**config.mk**
```make
export PLATFORM = sky130hd
export DESIGN_NAME = exe_stage
export DESIGN_NICKNAME = d
export VERILOG_FILES = /design/src/rtl/arm_pkg.sv /design/src/rtl/alu.sv /design/src/rtl/exe_stage.sv
export SDC_FILE = /design/constraint.sdc
export NUM_CORES = 1
export LEC_CHECK = 0
export CAP_MARGIN = 10
export CORE_UTILIZATION = 45
export CTS_BUF_LIST = sky130_fd_sc_hd__clkbuf_4 sky130_fd_sc_hd__clkbuf_8 sky130_fd_sc_hd__clkbuf_16
export CTS_CLUSTER_SIZE = 30
export DETAILED_ROUTE_END_ITERATION = 10
export PLACE_DENSITY = 0.82
export SYNTH_ARGS = -nofsm -noshare
export SYNTH_HDL_FRONTEND = slang
export SYNTH_HIERARCHICAL = 1
export SYNTH_SLANG_ARGS = --single-unit
```
**constraint.sdc**
```tcl
create_clock -name clk -period 16.3 [get_ports clk]
set_input_delay 2.445 -clock clk [delete_from_list [all_inputs] [get_ports clk]]
set_output_delay 2.445 -clock clk [all_outputs]
set_load 0.02 [all_outputs]
```
**src/rtl/arm_pkg.sv**
```systemverilog
// Shared definitions for the ARM pipeline: datapath width, ALU command codes
// and NZCV flag bit positions.
package arm_pkg;

  localparam int DATA_WIDTH = 32;

  localparam logic [3:0] EXE_MOV = 4'b0001;
  localparam logic [3:0] EXE_MVN = 4'b1001;
  localparam logic [3:0] EXE_ADD = 4'b0010;
  localparam logic [3:0] EXE_ADC = 4'b0011;
  localparam logic [3:0] EXE_SUB = 4'b0100;
  localparam logic [3:0] EXE_SBC = 4'b0101;
  localparam logic [3:0] EXE_AND = 4'b0110;
  localparam logic [3:0] EXE_ORR = 4'b0111;
  localparam logic [3:0] EXE_EOR = 4'b1000;

  localparam int FLAG_N = 3;
  localparam int FLAG_Z = 2;
  localparam int FLAG_C = 1;
  localparam int FLAG_V = 0;

endpackage

```
**src/rtl/alu.sv**
```systemverilog
// Combinational ALU for the execute stage.
// Produces the result and the NZCV that an S-instruction would commit.
module alu
  import arm_pkg::*;
#(
  parameter int WIDTH = DATA_WIDTH
) (
  input  logic [WIDTH-1:0] val1,
  input  logic [WIDTH-1:0] val2,
  input  logic [3:0]       execCmd,
  input  logic [3:0]       statusIn,
  output logic [WIDTH-1:0] result,
  output logic [3:0]       statusOut
);

  logic [WIDTH-1:0] addA;
  logic [WIDTH-1:0] addB;
  logic             carryIn;
  logic [WIDTH:0]   sum;
  logic             isArith;
  logic             isLogic;
  logic             overflow;

  // Subtraction is folded into the adder as val1 + ~val2 + cin so C is "not borrow".
  always_comb begin
    addA    = val1;
    addB    = val2;
    carryIn = 1'b0;
    isArith = 1'b0;
    case (execCmd)
      EXE_ADD: isArith = 1'b1;
      EXE_ADC: begin isArith = 1'b1; carryIn = statusIn[FLAG_C]; end
      EXE_SUB: begin isArith = 1'b1; addB = ~val2; carryIn = 1'b1; end
      EXE_SBC: begin isArith = 1'b1; addB = ~val2; carryIn = statusIn[FLAG_C]; end
      default: ;
    endcase
  end

  assign sum      = {1'b0, addA} + {1'b0, addB} + {{WIDTH{1'b0}}, carryIn};
  assign overflow = (addA[WIDTH-1] == addB[WIDTH-1]) && (sum[WIDTH-1] != addA[WIDTH-1]);

  always_comb begin
    result  = '0;
    isLogic = 1'b1;
    case (execCmd)
      EXE_MOV: result = val2;
      EXE_MVN: result = ~val2;
      EXE_AND: result = val1 & val2;
      EXE_ORR: result = val1 | val2;
      EXE_EOR: result = val1 ^ val2;
      EXE_ADD, EXE_ADC, EXE_SUB, EXE_SBC: begin
        result  = sum[WIDTH-1:0];
        isLogic = 1'b0;
      end
      default: isLogic = 1'b0;
    endcase
  end

  // Logic ops only refresh N/Z; unknown commands leave every flag alone.
  always_comb begin
    statusOut = statusIn;
    if (isArith || isLogic) begin
      statusOut[FLAG_N] = result[WIDTH-1];
      statusOut[FLAG_Z] = (result == '0);
    end
    if (isArith) begin
      statusOut[FLAG_C] = sum[WIDTH];
      statusOut[FLAG_V] = overflow;
    end
  end

endmodule

```
**src/rtl/exe_stage.sv**
```systemverilog
// Execute stage: ALU, branch target, architectural NZCV register and the
// EX/MEM pipeline register.
module exe_stage
  import arm_pkg::*;
#(
  parameter int WIDTH = DATA_WIDTH
) (
  input  logic             clk,
  input  logic             rst,
  input  logic             freeze,
  input  logic             flush,
  input  logic             validIn,
  input  logic [3:0]       execCmd,
  input  logic             sUpdate,
  input  logic             bIn,
  input  logic             wbEnIn,
  input  logic             memRIn,
  input  logic             memWIn,
  input  logic [3:0]       destIn,
  input  logic [WIDTH-1:0] pcIn,
  input  logic [WIDTH-1:0] val1,
  input  logic [WIDTH-1:0] val2,
  input  logic [WIDTH-1:0] valRm,
  input  logic [23:0]      imm24,
  output logic [3:0]       statusReg,
  output logic             branchTaken,
  output logic [WIDTH-1:0] branchAddr,
  output logic [WIDTH-1:0] aluResOut,
  output logic [WIDTH-1:0] valRmOut,
  output logic [3:0]       destOut,
  output logic             wbEnOut,
  output logic             memROut,
  output logic             memWOut,
  output logic             validOut
);

  logic [3:0]       status_q;
  logic [3:0]       status_d;
  logic [WIDTH-1:0] aluResult;
  logic [WIDTH-1:0] aluRes_q;
  logic [WIDTH-1:0] valRm_q;
  logic [3:0]       dest_q;
  logic             wbEn_q;
  logic             memR_q;
  logic             memW_q;
  logic             valid_q;

  alu #(.WIDTH(WIDTH)) uAlu (
    .val1      (val1),
    .val2      (val2),
    .execCmd   (execCmd),
    .statusIn  (status_q),
    .result    (aluResult),
    .statusOut (status_d)
  );

  assign branchTaken = validIn & bIn & ~freeze;
  assign branchAddr  = pcIn + {{(WIDTH-26){imm24[23]}}, imm24, 2'b00};

  // Flush does not gate the flag write; only freeze and invalid slots do.
  always_ff @(posedge clk) begin
    if (rst) begin
      status_q <= 4'b0000;
    end else if (validIn && sUpdate && !freeze) begin
      status_q <= status_d;
    end
  end

  always_ff @(posedge clk) begin
    if (rst) begin
      aluRes_q <= '0;
      valRm_q  <= '0;
      dest_q   <= '0;
      wbEn_q   <= 1'b0;
      memR_q   <= 1'b0;
      memW_q   <= 1'b0;
      valid_q  <= 1'b0;
    end else if (!freeze) begin
      if (flush || !validIn) begin
        wbEn_q  <= 1'b0;
        memR_q  <= 1'b0;
        memW_q  <= 1'b0;
        valid_q <= 1'b0;
      end else begin
        aluRes_q <= aluResult;
        valRm_q  <= valRm;
        dest_q   <= destIn;
        wbEn_q   <= wbEnIn;
        memR_q   <= memRIn;
        memW_q   <= memWIn;
        valid_q  <= 1'b1;
      end
    end
  end

  assign statusReg = status_q;
  assign aluResOut = aluRes_q;
  assign valRmOut  = valRm_q;
  assign destOut   = dest_q;
  assign wbEnOut   = wbEn_q;
  assign memROut   = memR_q;
  assign memWOut   = memW_q;
  assign validOut  = valid_q;

endmodule
```
==> metrics.md, run 1 <==
| Metric | Value |
|---|---|
| Status | `finished clean` |
| Synth area leader | `ha_1` |
| Sequential power share | `24.9%` |
| Synthesized Nets | `1521` |
| Final Cell Area | `0.0121 mm^2` |
| Synth-to-Final Area Change | `35.3%` |
| Sw Ratio | `39.0%` |
| Reg-to-Reg Start | `statusReg[1]$_SDFFE_PP0P_` |
| Hold WC Path Type | `reg -> reg` |
| Slowest cell on crit path | `clkdlybuf4s50_1` |
| Slew headroom | `36.8%` |
| RSZ-0062 raised after global routing | `no` |
| Detailed Place HPWL | `23800 um` |
| Post-CTS setup buffer count | `0` |
| Routed Wire Length | `30500 um` |
| R2R cell count | `17` |
| Synth top area share | `17.4%` |
| Fin crit share | `53.0%` |
| Crit Path Max Fanout | `4` |
| Clock transition at path regs | `0.07 ns` |
| Routability congestion estimate | `1.00` |
| Cts repair resizes | `0` |
| CP Launch Point | `pcIn[2]` |
| Initial Util | `45.9%` |
| Syn. warnings | `6` |
| Layout net count | `1747` |
| P_sw | `305 uW` |
| Fill count | `1739` |
| Fin Setup TNS | `0 ns` |
| Num CTS Buffers | `9` |
| Yosys reg bits | `76` |
| Max-cap violations | `0` |
| Layout cells sized above 1 | `3.99%` |
| Total gr overflow | `0` |
| CP endpoint kind | `primary output` |
| Fin Clk Skew | `0.00817 ns` |
| Syn Inst Count | `1224` |
| Initial antenna violation count | `0` |
| Worst vdd ir | `0.0482 mV` |
| CP Launch Type | `input pin` |
| CTS tree | `done` |
| Vias in the first global route | `9190` |
| F_max | `116 MHz` |
| Total vias in the final route | `9920` |
| Clock Power Share | `24.6%` |
| Hold path startpoint | `valRmOut[2]$_SDFFE_PP0P_` |
| Via density | `5.77` |
| Drt drc | `0` |
| CP cell instances | `clkdlybuf4s50_1 -> ha_1 -> inv_1 -> fa_1 -> nand2b_1 -> a2111oi_1 -> o21ai_1 -> a21oi_1 -> o211ai_1 -> a2111oi_0 -> o22ai_1 -> clkdlybuf4s50_1` |
| Fin. Hold Viols | `0` |
| Top cells by area, synth | `ha_1, dfxtp_1, nand2_1` |
| Die W | `143 um` |
| CP top delay family | `compound AO/OA/AOI/OAI gates` |
| Minimum clock period | `8.63 ns` |
| Num rows | `51` |
| Worst path depth | `12` |
| P_int | `477 uW` |
| Critical path buffer and inverter count | `3` |
| Clk root buf | `clkbuf_16` |
| Worst reg-to-reg setup slack | `12.09 ns` |
| Total GRT Usage | `28.8%` |
| Post-synth top flop | `dfxtp_1` |
| Worst-skew pair later-pin latency | `0.33 ns` |
| Largest net degree at the start of global routing | `77` |
| Average wire per standard cell | `17.8 um` |
| Chip Height | `143 um` |
| Max Root-Sink Buffers | `2` |
| Core Area | `0.0195 mm^2` |
| Mapped Area | `0.00894 mm^2` |
| Tightest Pin Transition | `0.942 ns` |
| Die area | `0.0204 mm^2` |
| Top Ports | `279` |
| Placed Area | `0.0118 mm^2` |
| Cell repeated most along the worst path | `clkdlybuf4s50_1` |
| Starting DRT DRC Count | `544` |
| First-pass GRT wire length | `46900 um` |
| Routed Antenna Nets | `0` |
| PD cells | `64.7 mW/mm^2` |
| 1st-pass router iterations | `7` |
| Leak | `4.98 nW` |
| Worst EP arrival | `6.19 ns` |
| H-tree lvl count | `3` |
| Port buffer count | `274` |
| Syn avg cell area | `7.30 um^2` |
| EDFF count, synth | `0` |
| Post-synthesis sequential area ratio | `17.0%` |
| Setup violators final | `0` |
| Sink Count | `76` |
| Async SR Flop Fraction | `0%` |
| WP data required | `13.86 ns` |
| Antenna Cells | `0` |
| Setup WS post-layout | `7.67 ns` |
| Setup Crit Path Kind | `in -> out` |
| Power share of the combinational group | `50.4%` |
| Worst hold stages | `2` |
| Netlist cell types | `79` |
| Number of hold buffers added after cts | `0` |
| Max incr delay on CP | `0.57 ns` |
| Max Slew Vio Count | `0` |
| Pre-CTS setup slack | `7.77 ns` |
==> per-layer routing <==
metal / share of wire, % / vias to the layer above / GRT usage, %
met5: 0 / - / 0
met4: 4.4 / 0 / 14.8
met3: 7.5 / 86 / 4.33
met2: 47 / 452 / 49.2
met1: 41 / 4579 / 34.9
li1: - / 4803 / -
==> stage by stage <==
step	hold WS [ns]	power, mW	util, %	cells
floorplan	0.533	0.439	-	1224
global placement	0.441	0.581	60.6	1704
detailed placement	0.447	0.586	60.6	1704
CTS	0.455	0.779	62.1	1720
global route	0.476	0.823	62.1	1720
finish	0.452	0.782	62.1	1720
==> power by group through the flow <==
stage	Combinational, mW	Clock [mW]	Sequential [mW]
after floorplan	0.233	0	0.206
after global placement	0.382	0	0.199
after detailed placement	0.387	0	0.199
after CTS	0.389	0.195	0.195
after global routing	0.425	0.203	0.196
final	0.395	0.193	0.195
==> area by class of cell <==
type	count	area (um^2)	area share, %
clock inverters	7	68.8	0.569
clock buffers	9	225	1.86
well taps	265	332	2.74
flip-flops and latches	76	1520	12.6
inverters	88	330	2.73
repair buffers	286	2820	23.3
multi-input cells	989	6800	56.2
==> cell families after synthesis <==
kind of cell	after synthesis	share of synthesized area [%]
AO/OA/AOI/OAI	389	28.6
AND/OR/NAND/NOR	367	18.6
buffers and inverters	159	7.18
adder cells (fa/ha/maj)	127	18.0
XOR/XNOR	100	9.88
flip-flops	76	17.0
multiplexers	6	0.686
==> state kept, by name, indices dropped and copies added, names as in the netlist <==
signal	cells
wbEnOut	1
valRmOut	32
memWOut	1
memROut	1
validOut	1
aluResOut	32
destOut	4
statusReg	4
==> synthesized netlist by cell type (14+ instances only) <==
cell type  count
nand2_1      202
a21oi_1      145
ha_1         124
inv_1         85
xnor2_1       78
dfxtp_1       76
nor2_1        56
clkbuf_1      52
o21ai_0       45
a21o_1        30
xor2_1        21
o221ai_1      19
nand3_1       17
o22ai_1       17
nor3_1        16
a22oi_1       14
==> worst reg2reg max path, cell delays in order, from the launching register on <==
cell	delay (ns)
dfxtp_1	0.36
o211ai_1	0.18
a21oi_1	0.11
fa_1	0.45
inv_1	0.08
fa_1	0.21
nor2b_1	0.08
o31a_1	0.28
o21ai_0	0.38
xnor2_1	0.17
o22ai_1	0.17
or4_1	0.57
nor4_2	0.22
and4b_1	0.28
nand4_1	0.14
o31ai_2	0.23
nand3_1	0.09
a21oi_1	0.13
==> layout by cell type, fill, tap and decap left out, types with 19 or more instances in the layout <==
cell,instances
o21ai_0,45
nand2_1,202
inv_1,85
ha_1,124
dfxtp_1,76
a21o_1,30
a21oi_1,145
clkdlybuf4s50_1,271
o221ai_1,19
xnor2_1,78
xor2_1,21
nor2_1,56
==> path summary, 6_finish.rpt <==
check | endpoint
worst max-delay path | branchAddr[28]
worst max register to register | statusReg[2]$_SDFFE_PP0P_
worst min register to register | valRmOut[2]$_SDFFE_PP0P_
worst min-delay path | valRmOut[2]$_SDFFE_PP0P_
(Power assumes the default switching activity.)
==> inputs of run 2 (changes only) <==
- CORE_UTILIZATION: 45 -> 44
- PLACE_DENSITY: 0.82 -> 0.83
- clock period: 16.3 -> 7.7 ns (I/O delays scaled with it)
==> run 2 against run 1 <==
Effect of this change:
- combinational power is 110% higher
- sequential power up 110%
- first-iteration DRC count is 3.5% higher
- design area unchanged
- critical endpoint unchanged
- largest cell class unchanged
- highest routed layer unchanged
==> metrics.md, run 2 (synthesized netlist as in run 1, its figures left out) <==
| Metric | Value |
|---|---|
| Status | `finished clean` |
| Crit Path Max Fanout | `4 (unchanged)` |
| Fill count | `1795 (+3.2%)` |
| Synth-to-Final Area Change | `35.3% (unchanged)` |
| Die W | `145 um (+1.1%)` |
| CP top delay family | `compound AO/OA/AOI/OAI gates` |
| Routed Wire Length | `30400 um (-0.30%)` |
| Cell repeated most along the worst path | `clkdlybuf4s50_1` |
| CTS tree | `done` |
| Critical path buffer and inverter count | `3 (unchanged)` |
| Fin Clk Skew | `0.00684 ns (-0.00133 ns)` |
| Total vias in the final route | `9917 (-0.030%)` |
| PD cells | `137 mW/mm^2 (+110%)` |
| Total GRT Usage | `27.7% (-1.1 points)` |
| Worst vdd ir | `0.118 mV (+150%)` |
| Chip Height | `145 um (+1.1%)` |
| CP cell instances | `clkdlybuf4s50_1 -> ha_1 -> inv_1 -> fa_1 -> nand2b_1 -> a2111oi_1 -> o21ai_1 -> a21oi_1 -> o211ai_1 -> a2111oi_0 -> o22ai_1 -> clkdlybuf4s50_1` |
| Fin Setup TNS | `0 ns (unchanged)` |
| Post-layout total power | `1.65 mW (+110%)` |
| Total gr overflow | `0 (unchanged)` |
| Average wire per standard cell | `17.7 um (-0.36%)` |
| Worst EP arrival | `4.86 ns (-1.33 ns)` |
| Num CTS Buffers | `9 (unchanged)` |
| Cts repair resizes | `0 (unchanged)` |
| Max incr delay on CP | `0.56 ns (about the same)` |
| Sink Count | `76 (unchanged)` |
| Num rows | `51 (unchanged)` |
| Slew headroom | `38.3% (+1.5 points)` |
| Layout net count | `1746 (-0.057%)` |
| Hold WC Path Type | `reg -> reg` |
| WP data required | `6.55 ns (-7.31 ns)` |
| Top Ports | `279 (unchanged)` |
| Placed Area | `0.0118 mm^2 (about the same)` |
| Via density | `5.76 (about the same)` |
| Largest net degree at the start of global routing | `77 (unchanged)` |
| RSZ-0062 raised after global routing | `no` |
| Clk root buf | `clkbuf_16` |
| Detailed Place HPWL | `23800 um (-0.14%)` |
| Post-CTS setup buffer count | `0 (unchanged)` |
| CP Launch Type | `input pin` |
| Fin. Hold Viols | `0 (unchanged)` |
| Initial Util | `45.3% (-0.59 points)` |
| Worst-skew pair later-pin latency | `0.32 ns (about the same)` |
| Max Slew Vio Count | `0 (unchanged)` |
| Util after Layout | `61.3% (-0.80 points)` |
| Port buffer count | `274 (unchanged)` |
| Max-cap violations | `0 (unchanged)` |
| 1st-pass router iterations | `5 (-2)` |
| First-pass GRT wire length | `45600 um (-2.9%)` |
| CP endpoint kind | `primary output` |
| Minimum clock period | `6.02 ns` |
| Routed Antenna Nets | `0 (unchanged)` |
| Tightest Pin Transition | `0.925 ns (-0.0171 ns)` |
| Leading cell types in the layout, fill and taps excluded | `clkdlybuf4s50_1, nand2_1, a21oi_1` |
| Routability congestion estimate | `0.973 (-2.9%)` |
| Number of hold buffers added after cts | `0 (unchanged)` |
| Die area | `0.0209 mm^2 (+2.2%)` |
| Vias in the first global route | `9014 (-1.9%)` |
| Most common cell after layout, fill and taps aside | `clkdlybuf4s50_1` |
| Max Root-Sink Buffers | `2 (unchanged)` |
| Initial antenna violation count | `2 (+2)` |
| Starting DRT DRC Count | `563 (+3.5%)` |
| Register Area | `0.00152 mm^2 (unchanged)` |
| Footprint of the multi-input gates | `0.00680 mm^2 (unchanged)` |
| Slowest cell on crit path | `clkdlybuf4s50_1` |
| Setup violators final | `0 (unchanged)` |
| Leak | `4.97 nW (about the same)` |
| H-tree lvl count | `3 (unchanged)` |
| Layout cells sized above 1 | `3.92% (-0.066 points)` |
| Final Cell Area | `0.0121 mm^2 (unchanged)` |
| Setup Crit Path Kind | `in -> out` |
| Fin crit share | `78.2%` |
| F_max | `166 MHz` |
| Drt drc | `0 (unchanged)` |
| Core Area | `0.0197 mm^2 (+1.3%)` |
| Clock transition at path regs | `0.06 ns (about the same)` |
run 2: through the flow:
step	setup WS (ns)	instances	hold WS (ns)
finish	1.68	1721	0.451
global route	1.45	1721	0.466
CTS	1.75	1719	0.455
detailed placement	1.65	1703	0.446
global placement	1.73	1703	0.441
floorplan	1.78	1224	0.533
run 2: final cells by class:
type                    instances  share of cell area, %
repair buffers                285                   23.2
clock buffers                  10                   1.92
inverters                      88                   2.73
clock inverters                 6                  0.528
flip-flops and latches         76                   12.6
multi-input cells             989                   56.2
diodes                          2                 0.0414
well taps                     265                   2.74
run 2: final timing paths:
check | cells after the start | slack [ns] | end | startpoint
worst max-delay path | 12 | 1.68 | branchAddr[28] | imm24[0]
worst min register to register | 2 | 0.45 | aluResOut[2]$_SDFFE_PP0P_ | aluResOut[2]$_SDFFE_PP0P_
worst max register to register | 16 | 3.62 | statusReg[2]$_SDFFE_PP0P_ | statusReg[1]$_SDFFE_PP0P_
worst min-delay path | 2 | 0.45 | aluResOut[2]$_SDFFE_PP0P_ | aluResOut[2]$_SDFFE_PP0P_
run 2: power by group:
part           internal (mW)  total, mW  switching (mW)  leakage (nW)
Sequential             0.406      0.413         0.00647         0.616
Clock                  0.254      0.412           0.158         0.142
Combinational          0.377      0.830           0.453          4.22
run 2: per-layer routing:
layer	track usage, %	wire [um]	vias to the layer above
li1	-	-	4794
met1	34.9	12900	4613
met2	47.7	14400	449
met3	4.01	2260	61
met4	9.75	926	0
met5	0	0	-
run 2: worst register-to-register path, cell delays in order, from the launching register on:
cell and delay [ns]:
dfxtp_1 0.50, nand4_1 0.13, a21oi_1 0.21, fa_1 0.23, inv_1 0.06, fa_1 0.51, nor3_1 0.05, a31oi_1 0.19
o221ai_1 0.18, or4_1 0.54, or4_1 0.43, nor4_2 0.17, and4b_1 0.24, nand4_1 0.10, o31ai_2 0.23, nand3_1 0.10
a21oi_1 0.14
==> inputs of run 3 (changes only) <==
- CORE_UTILIZATION: 44 -> 45
- PLACE_DENSITY: 0.83 -> 0.82
- clock period: 7.7 -> 5.8 ns (I/O delays scaled with it)
==> run 3 against run 2 <==
Effect of this change:
- sequential cell count unchanged
- non-clock buffer count rose by 8
- first-iteration DRC count grew 40%
- sequential share of layout area fell by 0.10 points
- register-to-register slack worse by 2.0 ns
- hold slack better by 0.0017 ns
- power grew 38%
- largest power group unchanged
==> metrics.md, run 3 (synthesized netlist as in run 1, its figures left out) <==
| Metric | Value |
|---|---|
| Status | `finished clean` |
| Max incr delay on CP | `0.56 ns (about the same)` |
| Number of hold buffers added after cts | `0 (unchanged)` |
| Layout cells sized above 1 | `4.45% (+0.53 points)` |
| Via density | `5.81 (+0.79%)` |
| Drt drc | `0 (unchanged)` |
| Setup WS post-layout | `0.536 ns (-1.14 ns)` |
| Minimum clock period | `5.26 ns` |
| Starting DRT DRC Count | `788 (+40%)` |
| Routability congestion estimate | `0.973 (about the same)` |
| CP Launch Type | `input pin` |
| CP cell instances | `clkdlybuf4s50_1 -> ha_1 -> inv_1 -> fa_1 -> nand2b_1 -> a2111oi_1 -> o21ai_1 -> a21oi_1 -> o211ai_1 -> a2111oi_0 -> o22ai_1 -> clkdlybuf4s50_1` |
| Sequential power share | `24.1% (-0.8 points)` |
| Slew headroom | `46.7% (+8.4 points)` |
| Total GRT Usage | `30.3% (+2.6 points)` |
| Cts repair resizes | `0 (unchanged)` |
| Leak | `5.03 nW (+1.1%)` |
| Largest net degree at the start of global routing | `77 (unchanged)` |
| Max Root-Sink Buffers | `2 (unchanged)` |
| Tightest Pin Transition | `0.796 ns (-0.129 ns)` |
| Fin crit share | `90.8%` |
| F_max | `190 MHz` |
| P_int | `1.43 mW (+38%)` |
| Chip Height | `143 um (-1.1%)` |
| Die W | `143 um (-1.1%)` |
| Initial Util | `45.9% (+0.59 points)` |
| Port buffer count | `274 (unchanged)` |
| Vias in the first global route | `9448 (+4.8%)` |
| Setup Crit Path Kind | `in -> out` |
| Synth-to-Final Area Change | `36.4%` |
| Worst-skew pair later-pin latency | `0.33 ns (about the same)` |
| Setup violators final | `0 (unchanged)` |
| Layout net count | `1754 (+0.46%)` |
| Detailed Place HPWL | `25200 um (+5.8%)` |
| Die area | `0.0204 mm^2 (-2.2%)` |
| Top Ports | `279 (unchanged)` |
| RSZ-0062 raised after global routing | `no` |
| Power share of the combinational group | `49.0% (-1.2 points)` |
| Slowest cell on crit path | `clkdlybuf4s50_1` |
| Fin Setup TNS | `0 ns (unchanged)` |
| Max Slew Vio Count | `0 (unchanged)` |
| Routed Wire Length | `31700 um (+4.2%)` |
| Cell repeated most along the worst path | `clkdlybuf4s50_1` |
| Routed Antenna Nets | `0 (unchanged)` |
| Core Area | `0.0195 mm^2 (-1.3%)` |
| Worst vdd ir | `0.165 mV (+39%)` |
| CP endpoint kind | `primary output` |
| Post-layout total power | `2.28 mW (+38%)` |
| WP data required | `4.93 ns (-1.62 ns)` |
| Register Area | `0.00152 mm^2 (unchanged)` |
| CTS tree | `done` |
| Num CTS Buffers | `9 (unchanged)` |
| Max-cap violations | `0 (unchanged)` |
| Sw Ratio | `37.3% (about the same)` |
| Initial antenna violation count | `1 (-1)` |
| Most common cell after layout, fill and taps aside | `clkdlybuf4s50_1` |
| Total vias in the final route | `10000 (+1.2%)` |
| Footprint of the multi-input gates | `0.00680 mm^2 (unchanged)` |
| First-pass GRT wire length | `48700 um (+6.9%)` |
| Fill count | `1728 (-3.7%)` |
| Clock transition at path regs | `0.06 ns (about the same)` |
| Fin Clk Skew | `0.00447 ns (-0.00237 ns)` |
| Clk root buf | `clkbuf_16` |
| Crit Path Max Fanout | `4 (unchanged)` |
| Reg-to-Reg Start | `statusReg[1]$_SDFFE_PP0P_` |
| Pre-CTS setup slack | `0.389 ns (-1.26 ns)` |
| Clock Power Share | `26.9% (+2.0 points)` |
| PD cells | `187 mW/mm^2 (+37%)` |
| Total gr overflow | `0 (unchanged)` |
| Hold WC Path Type | `reg -> reg` |
| Worst EP arrival | `4.39 ns (-0.47 ns)` |
| 1st-pass router iterations | `5 (unchanged)` |
| CP Launch Point | `pcIn[2]` |
| Post-CTS setup buffer count | `0 (unchanged)` |
| Sink Count | `76 (unchanged)` |
| Hold path startpoint | `valRmOut[10]$_SDFFE_PP0P_` |
| P_sw | `850 uW (+38%)` |
| H-tree lvl count | `3 (unchanged)` |
| Num rows | `51 (unchanged)` |
| Leading cell types in the layout, fill and taps excluded | `clkdlybuf4s50_1, nand2_1, a21oi_1` |
| Fin. Hold Viols | `0 (unchanged)` |
| Average wire per standard cell | `18.4 um (+3.8%)` |
==> run 3: critical path: cells and delay by family <==
kind	cells	cell delay [ns]
AOI/OAI and AO/OA	6	1.64
buffers and inverters	3	1.08
adders and majority gates	2	0.58
and+or+nand+nor	1	0.22
==> run 3: power groups by stage <==
| stage | Combinational (mW) | Clock (mW) | Sequential (mW) |
|---|---|---|---|
| after floorplan | 0.654 | 0 | 0.580 |
| after global placement | 1.09 | 0 | 0.560 |
| after detailed placement | 1.10 | 0 | 0.560 |
| after CTS | 1.10 | 0.623 | 0.548 |
| after global routing | 1.21 | 0.646 | 0.550 |
| final | 1.12 | 0.613 | 0.548 |
==> run 3: final timing paths <==
| path | slack [ns] | to | cells after the start |
|---|---|---|---|
| setup / recovery | 0.54 | branchAddr[28] | 12 |
| setup reg to reg | 1.67 | statusReg[2]$_SDFFE_PP0P_ | 16 |
| hold / removal | 0.45 | valRmOut[10]$_SDFFE_PP0P_ | 2 |
| hold reg to reg | 0.45 | valRmOut[10]$_SDFFE_PP0P_ | 2 |
==> run 3: area by class of cell <==
type	count	share of cell area, %
Antenna cell	1	0.0205
Clock buffer	9	1.85
Sequential cell	76	12.5
Inverter	88	2.71
Multi-Input combinational cell	989	55.7
Clock inverter	7	0.842
Timing Repair Buffer	293	23.6
Tap cell	265	2.72
==> run 3: per-layer routing <==
layer / vias up / GRT usage, % / routed length (um)
met5: - / 0 / 0
met3: 82 / 5.94 / 2610
li1: 4822 / - / -
met2: 474 / 51.9 / 15000
met4: 0 / 13.5 / 1300
met1: 4658 / 36.4 / 12800
==> run 3: stage by stage <==
| stage | area [um^2] | hold WS, ns | instances | utilization (%) |
|---|---|---|---|---|
| after floorplan | 8940 | 0.533 | 1224 | - |
| after global placement | 11900 | 0.441 | 1711 | 60.9 |
| after detailed placement | 11900 | 0.447 | 1711 | 60.9 |
| after CTS | 12200 | 0.455 | 1727 | 62.6 |
| after global routing | 12200 | 0.469 | 1727 | 62.6 |
| final | 12200 | 0.452 | 1728 | 62.6 |
